<file path="src/rtl/hamming_decoder_74_pkg.sv">
// Shared Hamming(7,4) constants: widths and the position-to-bit mapping.
// Hamming position k (1..7) lives at code bit CODE_W-k.
package hamming_decoder_74_pkg;

  localparam int CODE_W = 7;
  localparam int DATA_W = 4;
  localparam int SYN_W  = 3;

  // Code bit index of each Hamming position
  localparam int P1_BIT = CODE_W - 1;
  localparam int P2_BIT = CODE_W - 2;
  localparam int D0_BIT = CODE_W - 3;
  localparam int P3_BIT = CODE_W - 4;
  localparam int D1_BIT = CODE_W - 5;
  localparam int D2_BIT = CODE_W - 6;
  localparam int D3_BIT = CODE_W - 7;

  // Code bits covered by each parity check (positions with that bit of k set)
  localparam logic [CODE_W-1:0] S1_MASK = 7'b1010101;
  localparam logic [CODE_W-1:0] S2_MASK = 7'b0110011;
  localparam logic [CODE_W-1:0] S3_MASK = 7'b0001111;

  function automatic logic [DATA_W-1:0] extract_data(input logic [CODE_W-1:0] c);
    return {c[D3_BIT], c[D2_BIT], c[D1_BIT], c[D0_BIT]};
  endfunction

  function automatic logic [CODE_W-1:0] encode(input logic [DATA_W-1:0] d);
    logic [CODE_W-1:0] c;
    c         = '0;
    c[D0_BIT] = d[0];
    c[D1_BIT] = d[1];
    c[D2_BIT] = d[2];
    c[D3_BIT] = d[3];
    c[P1_BIT] = ^(c & S1_MASK);
    c[P2_BIT] = ^(c & S2_MASK);
    c[P3_BIT] = ^(c & S3_MASK);
    return c;
  endfunction

endpackage

</file>
<file path="src/rtl/hamming74_syndrome.sv">
// Combinational Hamming(7,4) syndrome, single-bit correction and data extraction.
module hamming74_syndrome
  import hamming_decoder_74_pkg::*;
(
  input  logic [CODE_W-1:0] code,
  output logic [SYN_W-1:0]  syndrome,
  output logic [DATA_W-1:0] data
);

  logic [CODE_W-1:0] corrected;

  always_comb begin
    syndrome  = {^(code & S3_MASK), ^(code & S2_MASK), ^(code & S1_MASK)};
    corrected = code;
    // A nonzero syndrome names the Hamming position to invert
    for (int k = 1; k <= CODE_W; k++) begin
      if (syndrome == k[SYN_W-1:0]) begin
        corrected[CODE_W-k] = ~code[CODE_W-k];
      end
    end
    data = extract_data(corrected);
  end

endmodule

</file>
<file path="src/rtl/hamming_decoder_74.sv">
// Two-stage Hamming(7,4) decoder with valid/ready flow control and a saturating
// corrected-word counter.
module hamming_decoder_74
  import hamming_decoder_74_pkg::*;
#(
  parameter int CNT_W = 8
) (
  input  logic              clk,
  input  logic              rst,
  input  logic              ena,
  input  logic [6:0]        code_in,
  input  logic              valid_in,
  output logic              ready_out,
  output logic [3:0]        data_out,
  output logic              valid_out,
  input  logic              ready_in,
  output logic [2:0]        syndrome_out,
  output logic              err_corrected,
  output logic [CNT_W-1:0]  corr_count,
  input  logic              clear_count
);

  // Handshake: a word moves on every edge where valid and ready are both high.
  // adv stalls the whole pipeline; ready_out is adv with no register in between.
  logic              adv;
  logic              inc;

  logic              s1_valid_q, s1_valid_d;
  logic [CODE_W-1:0] s1_code_q,  s1_code_d;
  logic              valid_out_q, valid_out_d;
  logic [DATA_W-1:0] data_q, data_d;
  logic [SYN_W-1:0]  syn_q, syn_d;
  logic              err_q, err_d;
  logic [CNT_W-1:0]  count_q, count_d;

  logic [SYN_W-1:0]  syn_comb;
  logic [DATA_W-1:0] data_comb;

  hamming74_syndrome u_syndrome (
    .code     (s1_code_q),
    .syndrome (syn_comb),
    .data     (data_comb)
  );

  always_comb begin
    adv         = ena & (~valid_out_q | ready_in);
    s1_valid_d  = s1_valid_q;
    s1_code_d   = s1_code_q;
    valid_out_d = valid_out_q;
    data_d      = data_q;
    syn_d       = syn_q;
    err_d       = err_q;
    if (adv) begin
      s1_valid_d  = valid_in;
      s1_code_d   = code_in;
      valid_out_d = s1_valid_q;
      data_d      = data_comb;
      syn_d       = syn_comb;
      err_d       = s1_valid_q & (|syn_comb);
    end
  end

  // Clear wins over a same-cycle increment; the counter never wraps
  always_comb begin
    inc     = valid_out_q & ready_in & err_q & ena;
    count_d = count_q;
    if (clear_count) begin
      count_d = '0;
    end else if (inc && (count_q != {CNT_W{1'b1}})) begin
      count_d = count_q + CNT_W'(1);
    end
  end

  always_ff @(posedge clk) begin
    if (rst) begin
      s1_valid_q  <= 1'b0;
      s1_code_q   <= '0;
      valid_out_q <= 1'b0;
      data_q      <= '0;
      syn_q       <= '0;
      err_q       <= 1'b0;
      count_q     <= '0;
    end else begin
      s1_valid_q  <= s1_valid_d;
      s1_code_q   <= s1_code_d;
      valid_out_q <= valid_out_d;
      data_q      <= data_d;
      syn_q       <= syn_d;
      err_q       <= err_d;
      count_q     <= count_d;
    end
  end

  assign ready_out     = adv;
  assign valid_out     = valid_out_q;
  assign data_out      = data_q;
  assign syndrome_out  = syn_q;
  assign err_corrected = err_q;
  assign corr_count    = count_q;

endmodule

</file>
<file path="config.mk">
export PLATFORM = sky130hd
export DESIGN_NAME = hamming_decoder_74
export DESIGN_NICKNAME = d
export VERILOG_FILES = /design/src/rtl/hamming_decoder_74_pkg.sv /design/src/rtl/hamming74_syndrome.sv /design/src/rtl/hamming_decoder_74.sv
export SDC_FILE = /design/constraint.sdc
export NUM_CORES = 1
export LEC_CHECK = 0
export CAP_MARGIN = 15
export CORE_UTILIZATION = 50
export DETAILED_ROUTE_END_ITERATION = 8
export PLACE_DENSITY = 0.82
export SYNTH_ARGS = -nofsm -noshare
export SYNTH_HDL_FRONTEND = slang
export SYNTH_SLANG_ARGS = --single-unit
</file>
<file path="constraint.sdc">
create_clock -name clk -period 5.35 [get_ports clk]
set_clock_uncertainty 0.1 [all_clocks]
set_input_delay 0.535 -clock clk [delete_from_list [all_inputs] [get_ports clk]]
set_output_delay 0.535 -clock clk [all_outputs]
set_load 0.02 [all_outputs]
</file>
==> results.txt, run 1 <==
The wire length the detailed router placed on met1 is 1130 um. The logs give 941 for the via count of the first global-routing pass and 3 for the number of buffers created by CTS. The total stage count of the critical path came out at 4.

Synthesized area divided by synthesized cell count: 8.65 um^2. The critical path goes through clkdlybuf4s50_1 > o21ai_1 > inv_1 > clkdlybuf4s50_1. The final routed wirelength across all metal layers came out at 2290 um.

The highest metal layer carrying signal wires in the routed design is met4. Before CTS, the worst setup slack after placement is 2110 ps. Power spread over the standard cell area amounts to 241 nW/um^2.

The number of nets at the end of the flow is 176, and the number of fill cells is 180. The share of the cycle needed by the critical path after routing is 0.605, and the peak clock frequency supported by timing is 0.309 GHz. Clock latency on the worst-skew pair, taken at its later pin, is 310 ps. The run gives 0.558 as the initial standard-cell utilization of the core.

sky130_fd_sc_hd__dfxtp_1 takes more of the synthesized area than any other cell. Placeable core region: 2060 um^2. The number of sinks driven by the clock tree came out at 25. The clock period minus final worst setup slack was 3240 ps. Once the clock tree was built, the resizer swapped 0 gates to a different size. For the worst setup path, the data arrival time is 2600 ps. Required time reported for the critical path endpoint: 4720 ps.

At the end of routability-driven placement, the weighted congestion stood at 0.879. For this run, the leading register cell type out of synthesis is sky130_fd_sc_hd__dfxtp_1. In this run the static leakage power is 0.538 nW. The worst setup path is launched from an input pin. The global-route congestion overflow total is 0, and the setup TNS after final layout is 0 ps. The total nets after synthesis came out at 147. After synthesis the netlist holds a flip-flop and latch count of 25. The transition at the pin with the smallest max-transition slack came out at 641 ps. For the number of library cell types mapped by synthesis, the log shows 30. The tools report the sequential fraction of the synthesis area as 0.435. TritonCTS built the clock tree. The area share of the largest cell type after synthesis is 0.435, and the critical-path maximum fanout is 24.

In the detailed route, the total length drawn on met2 is 1050 um. The run gives 25 as the largest net degree at the start of global routing. The cell area that synthesis handed to floorplanning was 1150 um^2. The number of endpoints failing setup at the final stage is 0. Yosys attributes the largest share of cell area to sky130_fd_sc_hd__dfxtp_1 44%, sky130_fd_sc_hd__nand2_1 6.2%, sky130_fd_sc_hd__xor2_1 6.1%.

The count of nets left with antenna violations once routing finished came out at 0. 0 antenna diodes ended up in the layout. VDD sags by at most 0.199 mV.

The horizontal die dimension is 50.0 um, and the final worst slack is 2110 ps. Counting cells, the worst reg-to-reg path comes to 4. Compared with the post-synthesis result, the final layout area differs by 29.4%. The multi-input combinational cells in the finished layout cover a total of 612 um^2. The tools report the total routing resource utilization after global routing as 0.203. Counting stages on the worst path, the most repeated cell is sky130_fd_sc_hd__clkdlybuf4s50_1.

The buffers plus inverters on the worst setup path came out at 3. The worst hold path passes through 2 cells. On the worst path, the slowest cell contributes a delay of 660 ps. The critical path is of the input pin to primary output type. The largest individual stage delay along the critical path comes from the cell sky130_fd_sc_hd__clkdlybuf4s50_1.

The tools report the first-pass GRT wire length as 4000 um. The Yosys step of the flow raised 0 warnings. The hold violation total from the final report was 0; the wire length on met3 was 93 um. The tree is rooted in a sky130_fd_sc_hd__clkbuf_4. Buffer depth of the longest clock path: 2. The proportion of register bits with asynchronous set or reset after synthesis is 0. After clock tree synthesis, the flow added hold-fix buffers numbering 0.

The total number of placement rows was 16. The initial antenna violation count is 0, and the mean routed wirelength per cell is 12.2 um. The floorplan die area is 2500 um^2, and the number of iterations in the first detailed-routing pass is 4. The final routed DRC violation total is 0. Kind of end point of the critical path: a primary output. Port buffering added 30 buffers.

The path class of the tightest hold or removal check is flop to flop. The die boundary height came out at 50.0 um. Counting every instance in the synthesized netlist gives 133. The first routing iteration left 19 violations. The tools report the final max-slew violation count as 0. For this block, the via count after detailed routing is 1,022. Setup repair after global routing left no endpoint under its margin.

For the worst slew margin relative to its limit, the log shows 0.572. Once detailed placement completed, the half-perimeter wirelength came to 1720 um. The flow ran to the end, and the final reports show no timing, DRC or antenna violations. The max-cap violation count is 0. After clock tree synthesis, the setup repair step added 0 buffers. After detailed routing, the number of vias per cell comes to 5.44. Registers take 500 um^2. The number of enable flip-flop cells after synthesis works out to 0. The kind of cell with the highest combined delay along the critical path is buffers and inverters. The H-tree depth reported by CTS is 1. Clock-pin slew was measured on the worst setup and hold paths at 120 ps.

The fraction of layout cells with a size suffix above 1 works out to 0.0435. The count of boundary I/O pins is 31.
[cells by family after synthesis]
kind of cell	synth area share
AO/OA/AOI/OAI	0.181
XOR/XNOR	0.127
adder cells (fa/ha/maj)	0.0109
buffers and inverters	0.0326
flip-flops	0.435
multiplexers	0.00871
AND/OR/NAND/NOR	0.205
[where the power goes]
group          internal (mW)  leakage [nW]  switching (mW)
sequential             0.195         0.205         0.00675
clock                 0.0291        0.0150          0.0524
combinational         0.0345         0.318          0.0410
[synthesized netlist by cell type, types with 4 or more instances]
library cell / count
sky130_fd_sc_hd__nand2_1: 19
sky130_fd_sc_hd__a311oi_1: 4
sky130_fd_sc_hd__inv_1: 4
sky130_fd_sc_hd__nor2_1: 14
sky130_fd_sc_hd__a21oi_1: 10
sky130_fd_sc_hd__dfxtp_1: 25
sky130_fd_sc_hd__xnor2_1: 5
sky130_fd_sc_hd__xor2_1: 8
sky130_fd_sc_hd__clkbuf_1: 5
[layout make-up]
type	instances	area share
clock buffers	4	0.0177
inverters	4	0.0101
multi-input cells	98	0.411
flip-flops and latches	25	0.336
well taps	27	0.0227
repair buffers	30	0.202
[metal layers]
metal | global-route usage | vias up
li1 | - | 529
met3 | 0.0617 | 2
met4 | 0.0286 | 0
met2 | 0.347 | 25
met5 | 0 | -
met1 | 0.254 | 466
[placed cells by master (no fill, tap or decap), drive strengths merged]
cell	n
and4	2
xnor2	7
ha	1
or3	2
inv	4
mux2i	1
clkdlybuf4s50	30
a41o	1
o211ai	3
xor2	8
nor2	14
o21ai	4
a211oi	3
nand2	19
dfxtp	25
nand4	3
clkbuf	4
a22oi	1
a31o	1
or4	3
a311oi	4
o2111ai	1
and2	1
or2	1
o31ai	3
a21oi	10
and3	2
nand3	3
[metrics by stage]
step	power (mW)	utilization	hold slack, ps	std cells	instance area, um^2
after global placement	0.279	0.709	363	184	1460
final	0.359	0.721	386	188	1490
after global routing	0.378	0.721	406	188	1490
after CTS	0.362	0.721	387	188	1490
after detailed placement	0.281	0.709	369	184	1460
after floorplan	0.253	-	348	133	1150
[worst paths after layout]
kind	from	endpoint	slack [ps]
worst max-delay path	ready_in	ready_out	2110
worst max register to register	valid_out	err_corrected	3400
worst min register to register	s1_code_q[5]	s1_code_q[5]	390
worst min-delay path	s1_code_q[5]	s1_code_q[5]	390
[registers in the layout, indices dropped and copies added (netlist names)]
register	count
syndrome_out	3
valid_out	1
s1_valid_q	1
data_out	4
s1_code_q	7
err_corrected	1
corr_count	8
[worst min-delay path: stages, from the launching register on]
cell                      delay (ps)
sky130_fd_sc_hd__dfxtp_1         340
sky130_fd_sc_hd__nand2_1          60
sky130_fd_sc_hd__a21oi_1          50
Note: power is estimated with default switching activity, not from simulation.
==> inputs of run 2 (changes only) <==
--- a/config.mk
+++ b/config.mk
@@ -6,9 +6,9 @@
 export NUM_CORES = 1
 export LEC_CHECK = 0
 export CAP_MARGIN = 15
-export CORE_UTILIZATION = 50
+export CORE_UTILIZATION = 47
 export DETAILED_ROUTE_END_ITERATION = 8
-export PLACE_DENSITY = 0.82
+export PLACE_DENSITY = 0.78
 export SYNTH_ARGS = -nofsm -noshare
 export SYNTH_HDL_FRONTEND = slang
 export SYNTH_SLANG_ARGS = --single-unit
==> constraint.sdc (replaced) <==
create_clock -name clk -period 3.26 [get_ports clk]
set_clock_uncertainty 0.1 [all_clocks]
set_input_delay 0.326 -clock clk [delete_from_list [all_inputs] [get_ports clk]]
set_output_delay 0.326 -clock clk [all_outputs]
set_load 0.02 [all_outputs]
==> run 2 against run 1 <==
Critical endpoint unchanged. Worst setup slack got worse by 1000 ps. Largest cell class unchanged. Non-clock buffer count is 3 higher. Flip-flop and latch count unchanged. Clock-buffer cell count fell by 1. Critical path depth grew 1. Critical path type unchanged.
==> results.txt, run 2 (synthesis gave the netlist of run 1 again) <==
The flow ran to the end, and the final reports show no timing, DRC or antenna violations. The reg2reg setup slack was 1400 ps (-2000 ps); the critical-path maximum fanout was 10 (-58%). The logs give 2830 ps (-1890 ps) for the required time reported for the critical path endpoint and 1080 ps (-1030 ps) for the worst setup slack after placement. The total power density per cell area works out to 395 nW/um^2 (+64%).

The worst register-to-register path begins at s1_code_q[0]. The max-cap violation count came out at 0 (unchanged). The total routing resource utilization after global routing came out at 0.203 (+0.000516). The quantity of hold-fixing buffers added after cts was 0 (unchanged).

The die boundary height works out to 51.5 um (+3.0%). The final routed wirelength across all metal layers was 2290 um (-0.17%); the largest net degree at the start of global routing was 24 (-4.0%). Most frequent cell on the critical path: sky130_fd_sc_hd__clkdlybuf4s50_1.

The smallest clock period supported by the final layout is computed as 2190 ps. The initial standard-cell utilization of the core was 0.510 (-0.0477). The logs give 0 (unchanged) for the post-detailed-route count of antenna-violating nets and 612 um^2 (unchanged) for the multi-input logic area. The tools report the number of diodes added for antenna fixing as 0 (unchanged). The routed via count is 1,059 (+3.6%).

The final worst slack is 1070 ps (-1040 ps). The library cell used most frequently in the layout, excluding fill and tap cells, is sky130_fd_sc_hd__clkdlybuf4s50_1. The number of buffers created by CTS was 3 (unchanged); the area occupied by registers was 500 um^2 (unchanged). The kind of end point of the critical path was a primary output.

The worst slack on hold paths was 391 ps (+5.23 ps); the non-filler instance count after layout was 192 (+2.1%). The number of fill cells came out at 194 (+7.8%). The transition at the pin with the smallest max-transition slack is 435 ps (-206 ps). For the number of violations reported at the end of detailed-routing iteration 0, the log shows 19 (unchanged).

TritonCTS built the clock tree. The type of the setup path with the least slack is input pin to primary output. The setup TNS after final layout is 0 ps (unchanged), and the internal power is 425 uW (+64%).

Traced cell by cell, the critical path runs through clkdlybuf4s50_1 > o21ai_1 > buf_4 > inv_1 > clkdlybuf4s50_1. The share of the cycle needed by the critical path after routing works out to 0.672. The cell count after placement is 188 (+2.2%).

The count of boundary I/O pins came out at 31 (unchanged). The fraction of layout cells with a size suffix above 1 is 0.0671 (+0.0236), and the buffers inserted during post-CTS setup optimization is 0 (unchanged). The number of sinks driven by the clock tree was 25 (unchanged). The most critical setup path has its startpoint at ena. The number of nets at the end of the flow is 179 (+1.7%).

Net switching power of the design: 172 uW (+72%). Final max-slew violation count: 0 (unchanged). The final routed DRC violation total is 0 (unchanged), and the power after layout is 597 uW (+66%).

The tools report the first-pass GRT wire length as 4020 um (+0.68%). The share of total power in sequential cells was 0.554 (-0.008); the critical path data arrival time was 1760 ps (-840 ps). The critical-path cell with the highest stage delay was sky130_fd_sc_hd__clkdlybuf4s50_1. The min-delay analysis places its worst path in the category flop to flop. Compared with the post-synthesis result, the final layout area differs by 31.6%.

The endpoint identified for the worst register-to-register timing path is data_out[3]. Total number of placement rows: 17 (+1). The cell family contributing the most delay on the critical path is buffers and inverters. Buffer depth of the longest clock path: 2 (unchanged).

The hold violation total from the final report is 0 (unchanged). The routability-driven placement congestion ratio is 0.777 (-12%), and the depth of the worst register-to-register path is 4 (unchanged). The number of stages on the worst hold path was 2 (unchanged).

The net switching share of the total power came out at 0.288 (+0.00887). The tools report the via count of the first global-routing pass as 911 (-3.2%). The flip-flop count of the largest register, all copies and words added is 8 (unchanged).

Startpoint of the tightest hold check path: s1_code_q[3]. The logs give 0 (unchanged) for the post-cts repair resize count and 0 (unchanged) for the initial antenna violation count. The final standard cell area without fillers came out at 1510 um^2 (+1.7%). The floorplan die area came out at 2650 um^2 (+6.1%). The clock network fraction of design power was 0.233 (+0.006); the mean routed wirelength per cell was 11.9 um (-2.3%). The clock latency on the worst-skew pair is 320 ps (about the same), and the clock-pin slew on the worst setup and hold paths is 130 ps (about the same). Setup repair after global routing left no endpoint under its margin. The tools report the root buffer cell as sky130_fd_sc_hd__clkbuf_4. The maximum cell stage delay along the critical path came out at 600 ps (-60 ps).

The worst slew margin relative to its limit came out at 0.708 (+0.136). STA classifies the critical path startpoint as an input pin. In the layout the commonest cells are 30 x sky130_fd_sc_hd__clkdlybuf4s50_1, 25 x sky130_fd_sc_hd__dfxtp_1, 19 x sky130_fd_sc_hd__nand2_1. The cell area reported after detailed placement is 1490 um^2 (+1.6%), and the half-perimeter wire length after detailed placement is 1730 um (+0.64%). The horizontal die dimension was 51.5 um (+3.0%).

Terminating pin of the worst hold path: s1_code_q[3]. The global-route congestion overflow total is 0 (unchanged). The maximum vdd ir drop was 0.224 mV (+13%); the H-tree depth reported by CTS was 1 (unchanged). The run gives 0 (unchanged) as the number of endpoints failing setup at the final stage. Number of iterations in the first detailed-routing pass: 4 (unchanged). Static leakage: 0.555 nW (+3.2%). Via count normalized by instance count: 5.52 (+1.5%). The run gives 0.671 (-0.0506) as the post-layout utilization of the core. For the peak clock frequency supported by timing, the log shows 0.457 GHz.

The buffers plus inverters on the worst setup path was 4 (+1). The portion of total power attributed to combinational logic was 0.213 (+0.003). The placeable core region is 2250 um^2 (+9.3%). The number of buffers inserted by port buffering is 30 (unchanged).
==> run 2: cell types whose count changed in the layout (fill, tap and decap cells not counted), sizes merged <==
cell    previous run  this run
buf                0         3
clkbuf             4         3
clkinv             0         1
==> run 2: layer usage <==
metal / global-route usage / routed length [um] / vias to the layer above / part of all wire
met5: 0 / 0 / - / 0
met4: 0.0766 / 26 / 0 / 0.011
met3: 0.0357 / 117 / 4 / 0.051
met2: 0.342 / 1130 / 34 / 0.49
met1: 0.256 / 1020 / 486 / 0.44
li1: - / - / 535 / -
==> run 2: power by group through the flow <==
stage | clock [mW] | combinational, mW | sequential, mW
floorplan | 0 | 0.0676 | 0.347
global route | 0.157 | 0.142 | 0.333
finish | 0.139 | 0.127 | 0.331
detailed placement | 0 | 0.127 | 0.338
global placement | 0 | 0.124 | 0.337
CTS | 0.146 | 0.128 | 0.331
==> run 2: how the worst max path moves through the flow <==
stage               cells past startpoint   endpoint  slack [ps]
floorplan                               4  ready_out        1480
global placement                        5  ready_out        1100
detailed placement                      5  ready_out        1080
CTS                                     5  ready_out        1070
global route                            5  ready_out        1010
finish                                  5  ready_out        1070
==> run 2: tightest hold or removal path: cells and delay by family, from the launching register on <==
kind,cells,cell delay [ps]
AND/OR/NAND/NOR,1,60
AO/OA/AOI/OAI,1,50
flip-flops,1,350
==> run 2: layout make-up <==
type / count / share of cell area
repair buffers: 33 / 0.213
multi-input cells: 98 / 0.404
clock inverters: 1 / 0.00331
clock buffers: 3 / 0.0149
inverters: 4 / 0.00993
well taps: 28 / 0.0232
flip-flops and latches: 25 / 0.331
==> inputs of run 3 (changes only) <==
==> constraint.sdc (replaced) <==
create_clock -name clk -period 2.3 [get_ports clk]
set_clock_uncertainty 0.1 [all_clocks]
set_input_delay 0.23 -clock clk [delete_from_list [all_inputs] [get_ports clk]]
set_output_delay 0.23 -clock clk [all_outputs]
set_load 0.02 [all_outputs]
==> run 3 against run 2 <==
Clock power increased by 38%. Cell count unchanged. Clock-buffer cell count up 1. Worst setup slack got worse by 640 ps. Sequential power up 42%. Non-clock buffer count stayed put. First-iteration DRC count up 42%. Final area about the same. Global-route usage down 0.67 points. Die area unchanged. Largest power group unchanged.
==> results.txt, run 3 (synthesis gave the netlist of run 1 again) <==
Number of buffers inserted by port buffering: 30 (unchanged). The cell count after placement was 188 (unchanged). For the hold violation total from the final report, the log shows 0 (unchanged). The total routing resource utilization after global routing is 0.197 (-0.00672), and the buffer depth of the longest clock path is 2 (unchanged).

Number of nets at the end of the flow: 179 (unchanged). The share of the cycle needed by the critical path after routing is 0.811. The run gives 2240 um (-2.3%) as the final routed wirelength across all metal layers. The worst setup slack after placement came out at 427 ps (-656 ps). In the layout the commonest cells are 30 x sky130_fd_sc_hd__clkdlybuf4s50_1, 25 x sky130_fd_sc_hd__dfxtp_1, 19 x sky130_fd_sc_hd__nand2_1. Horizontal die dimension: 51.5 um (unchanged).

The root buffer cell is sky130_fd_sc_hd__clkbuf_4. The tools report the buffers inserted during post-CTS setup optimization as 0 (unchanged). The run gives 0 (unchanged) as the number of endpoints failing setup at the final stage. For the post-cts repair resize count, the log shows 0 (unchanged). The tools report the largest net degree at the start of global routing as 24 (unchanged).

TritonCTS built the clock tree. The logs give 3970 um (-1.2%) for the first-pass GRT wire length and 0 (unchanged) for the global-route congestion overflow total. Kind of path behind the tightest hold check: input pin to flop. The final routed DRC violation total is 0 (unchanged), and the quantity of hold-fixing buffers added after cts is 0 (unchanged). The number of fill cells is 188 (-3.1%). The flip-flop count of the largest register, all copies and words added was 8 (unchanged). The final worst slack was 434 ps (-636 ps).

The H-tree depth reported by CTS is 1 (unchanged). The logs give 0 (unchanged) for the max-cap violation count and 25 (unchanged) for the number of sinks driven by the clock tree. The final max-slew violation count is 0 (unchanged). The fraction of layout cells with a size suffix above 1 works out to 0.0610 (-0.00610).

The mean routed wirelength per cell was 11.6 um (-2.3%); the non-filler instance count after layout was 192 (unchanged). Clock latency on the worst-skew pair: 310 ps (about the same). The type of the setup path with the least slack was input pin to primary output. The required time reported for the critical path endpoint is 1970 ps (-860 ps). The run gives 2650 um^2 (unchanged) as the floorplan die area. The peak clock frequency supported by timing is 0.536 GHz, and the number of violations reported at the end of detailed-routing iteration 0 is 27 (+8). The critical path data arrival time is 1540 ps (-220 ps), and the setup TNS after final layout is 0 ps (unchanged). Via count of the first global-routing pass: 954 (+4.7%). Setup repair after global routing left no endpoint under its margin.

STA classifies the critical path startpoint as an input pin. The die boundary height came out at 51.5 um (unchanged). Counting I/O delays and the setup requirement, the final critical path takes 1870 ps. The post-synthesis to final-layout area growth was 31.4% (about the same); the placeable core region was 2250 um^2 (unchanged).

The initial standard-cell utilization of the core was 0.510 (unchanged). The clock-pin slew on the worst setup and hold paths works out to 130 ps (about the same). Kind of end point of the critical path: a primary output. The run finished with clean final reports. The most common cell after layout, fill and taps aside is sky130_fd_sc_hd__clkdlybuf4s50_1. The post-detailed-route count of antenna-violating nets was 0 (unchanged); the total power density per cell area was 555 nW/um^2 (+41%). The critical-path maximum fanout was 4 (-6). The maximum vdd ir drop was 0.362 mV (+62%). The logs give 0.710 (+0.00205) for the worst slew margin relative to its limit and 1700 um (-1.3%) for the half-perimeter wire length after detailed placement. For the count of boundary I/O pins, the log shows 31 (unchanged).

The number of buffers created by CTS was 3 (unchanged). For the initial antenna violation count, the log shows 0 (unchanged). The static leakage was 0.552 nW (-0.49%); the total number of placement rows was 17 (unchanged). The transition at the pin with the smallest max-transition slack is 432 ps (-3.06 ps), and the number of iterations in the first detailed-routing pass is 4 (unchanged). The routed via count was 1,035 (-2.3%). The routability-driven placement congestion ratio was 0.768 (-1.1%). The via count normalized by instance count came out at 5.39 (-2.3%). The run gives 0 (unchanged) as the number of diodes added for antenna fixing.
## run 3: routing by layer
metal	GRT usage	vias to the layer above	routed length, um
li1	-	538	-
met1	0.250	476	1130
met2	0.325	19	1010
met3	0.0357	2	74
met4	0.0811	0	16
met5	0	-	0
## run 3: final cells by class
cell class                 count  area (um^2)  area share
clock buffer                   4         26.3      0.0174
inverter                       4         15.0     0.00993
multi-input combinational     98          612       0.405
sequential                    25          500       0.331
tap                           28         35.0      0.0232
timing repair buffer          33          323       0.214
## run 3: path summary, 6_finish.rpt
check | startpoint | end | slack [ps] | cells after the start
worst max-delay path | ena | ready_out | 430 | 4
worst min register to register | s1_code_q[3] | s1_code_q[3] | 380 | 2
worst max register to register | s1_code_q[0] | data_out[1] | 460 | 4
worst min-delay path | code_in[3] | s1_code_q[3] | 350 | 3
## run 3: critical path, stage by stage
cell,delay [ps]
sky130_fd_sc_hd__clkdlybuf4s50_1,520
sky130_fd_sc_hd__o21ai_1,100
sky130_fd_sc_hd__inv_1,80
sky130_fd_sc_hd__clkdlybuf4s50_1,610
## run 3: power breakdown
part | leakage [nW] | internal [mW] | switching, mW
clock network | 0.0150 | 0.0676 | 0.124
logic | 0.333 | 0.0839 | 0.0944
registers | 0.205 | 0.454 | 0.0153
total | 0.552 | 0.605 | 0.234
## run 3: metrics by stage
step | utilization | power [mW] | hold slack, ps | cell area (um^2)
floorplan | - | 0.588 | 266 | 1150
global placement | 0.659 | 0.654 | 360 | 1490
detailed placement | 0.659 | 0.658 | 364 | 1490
CTS | 0.670 | 0.846 | 349 | 1510
global route | 0.670 | 0.886 | 358 | 1510
finish | 0.670 | 0.839 | 353 | 1510
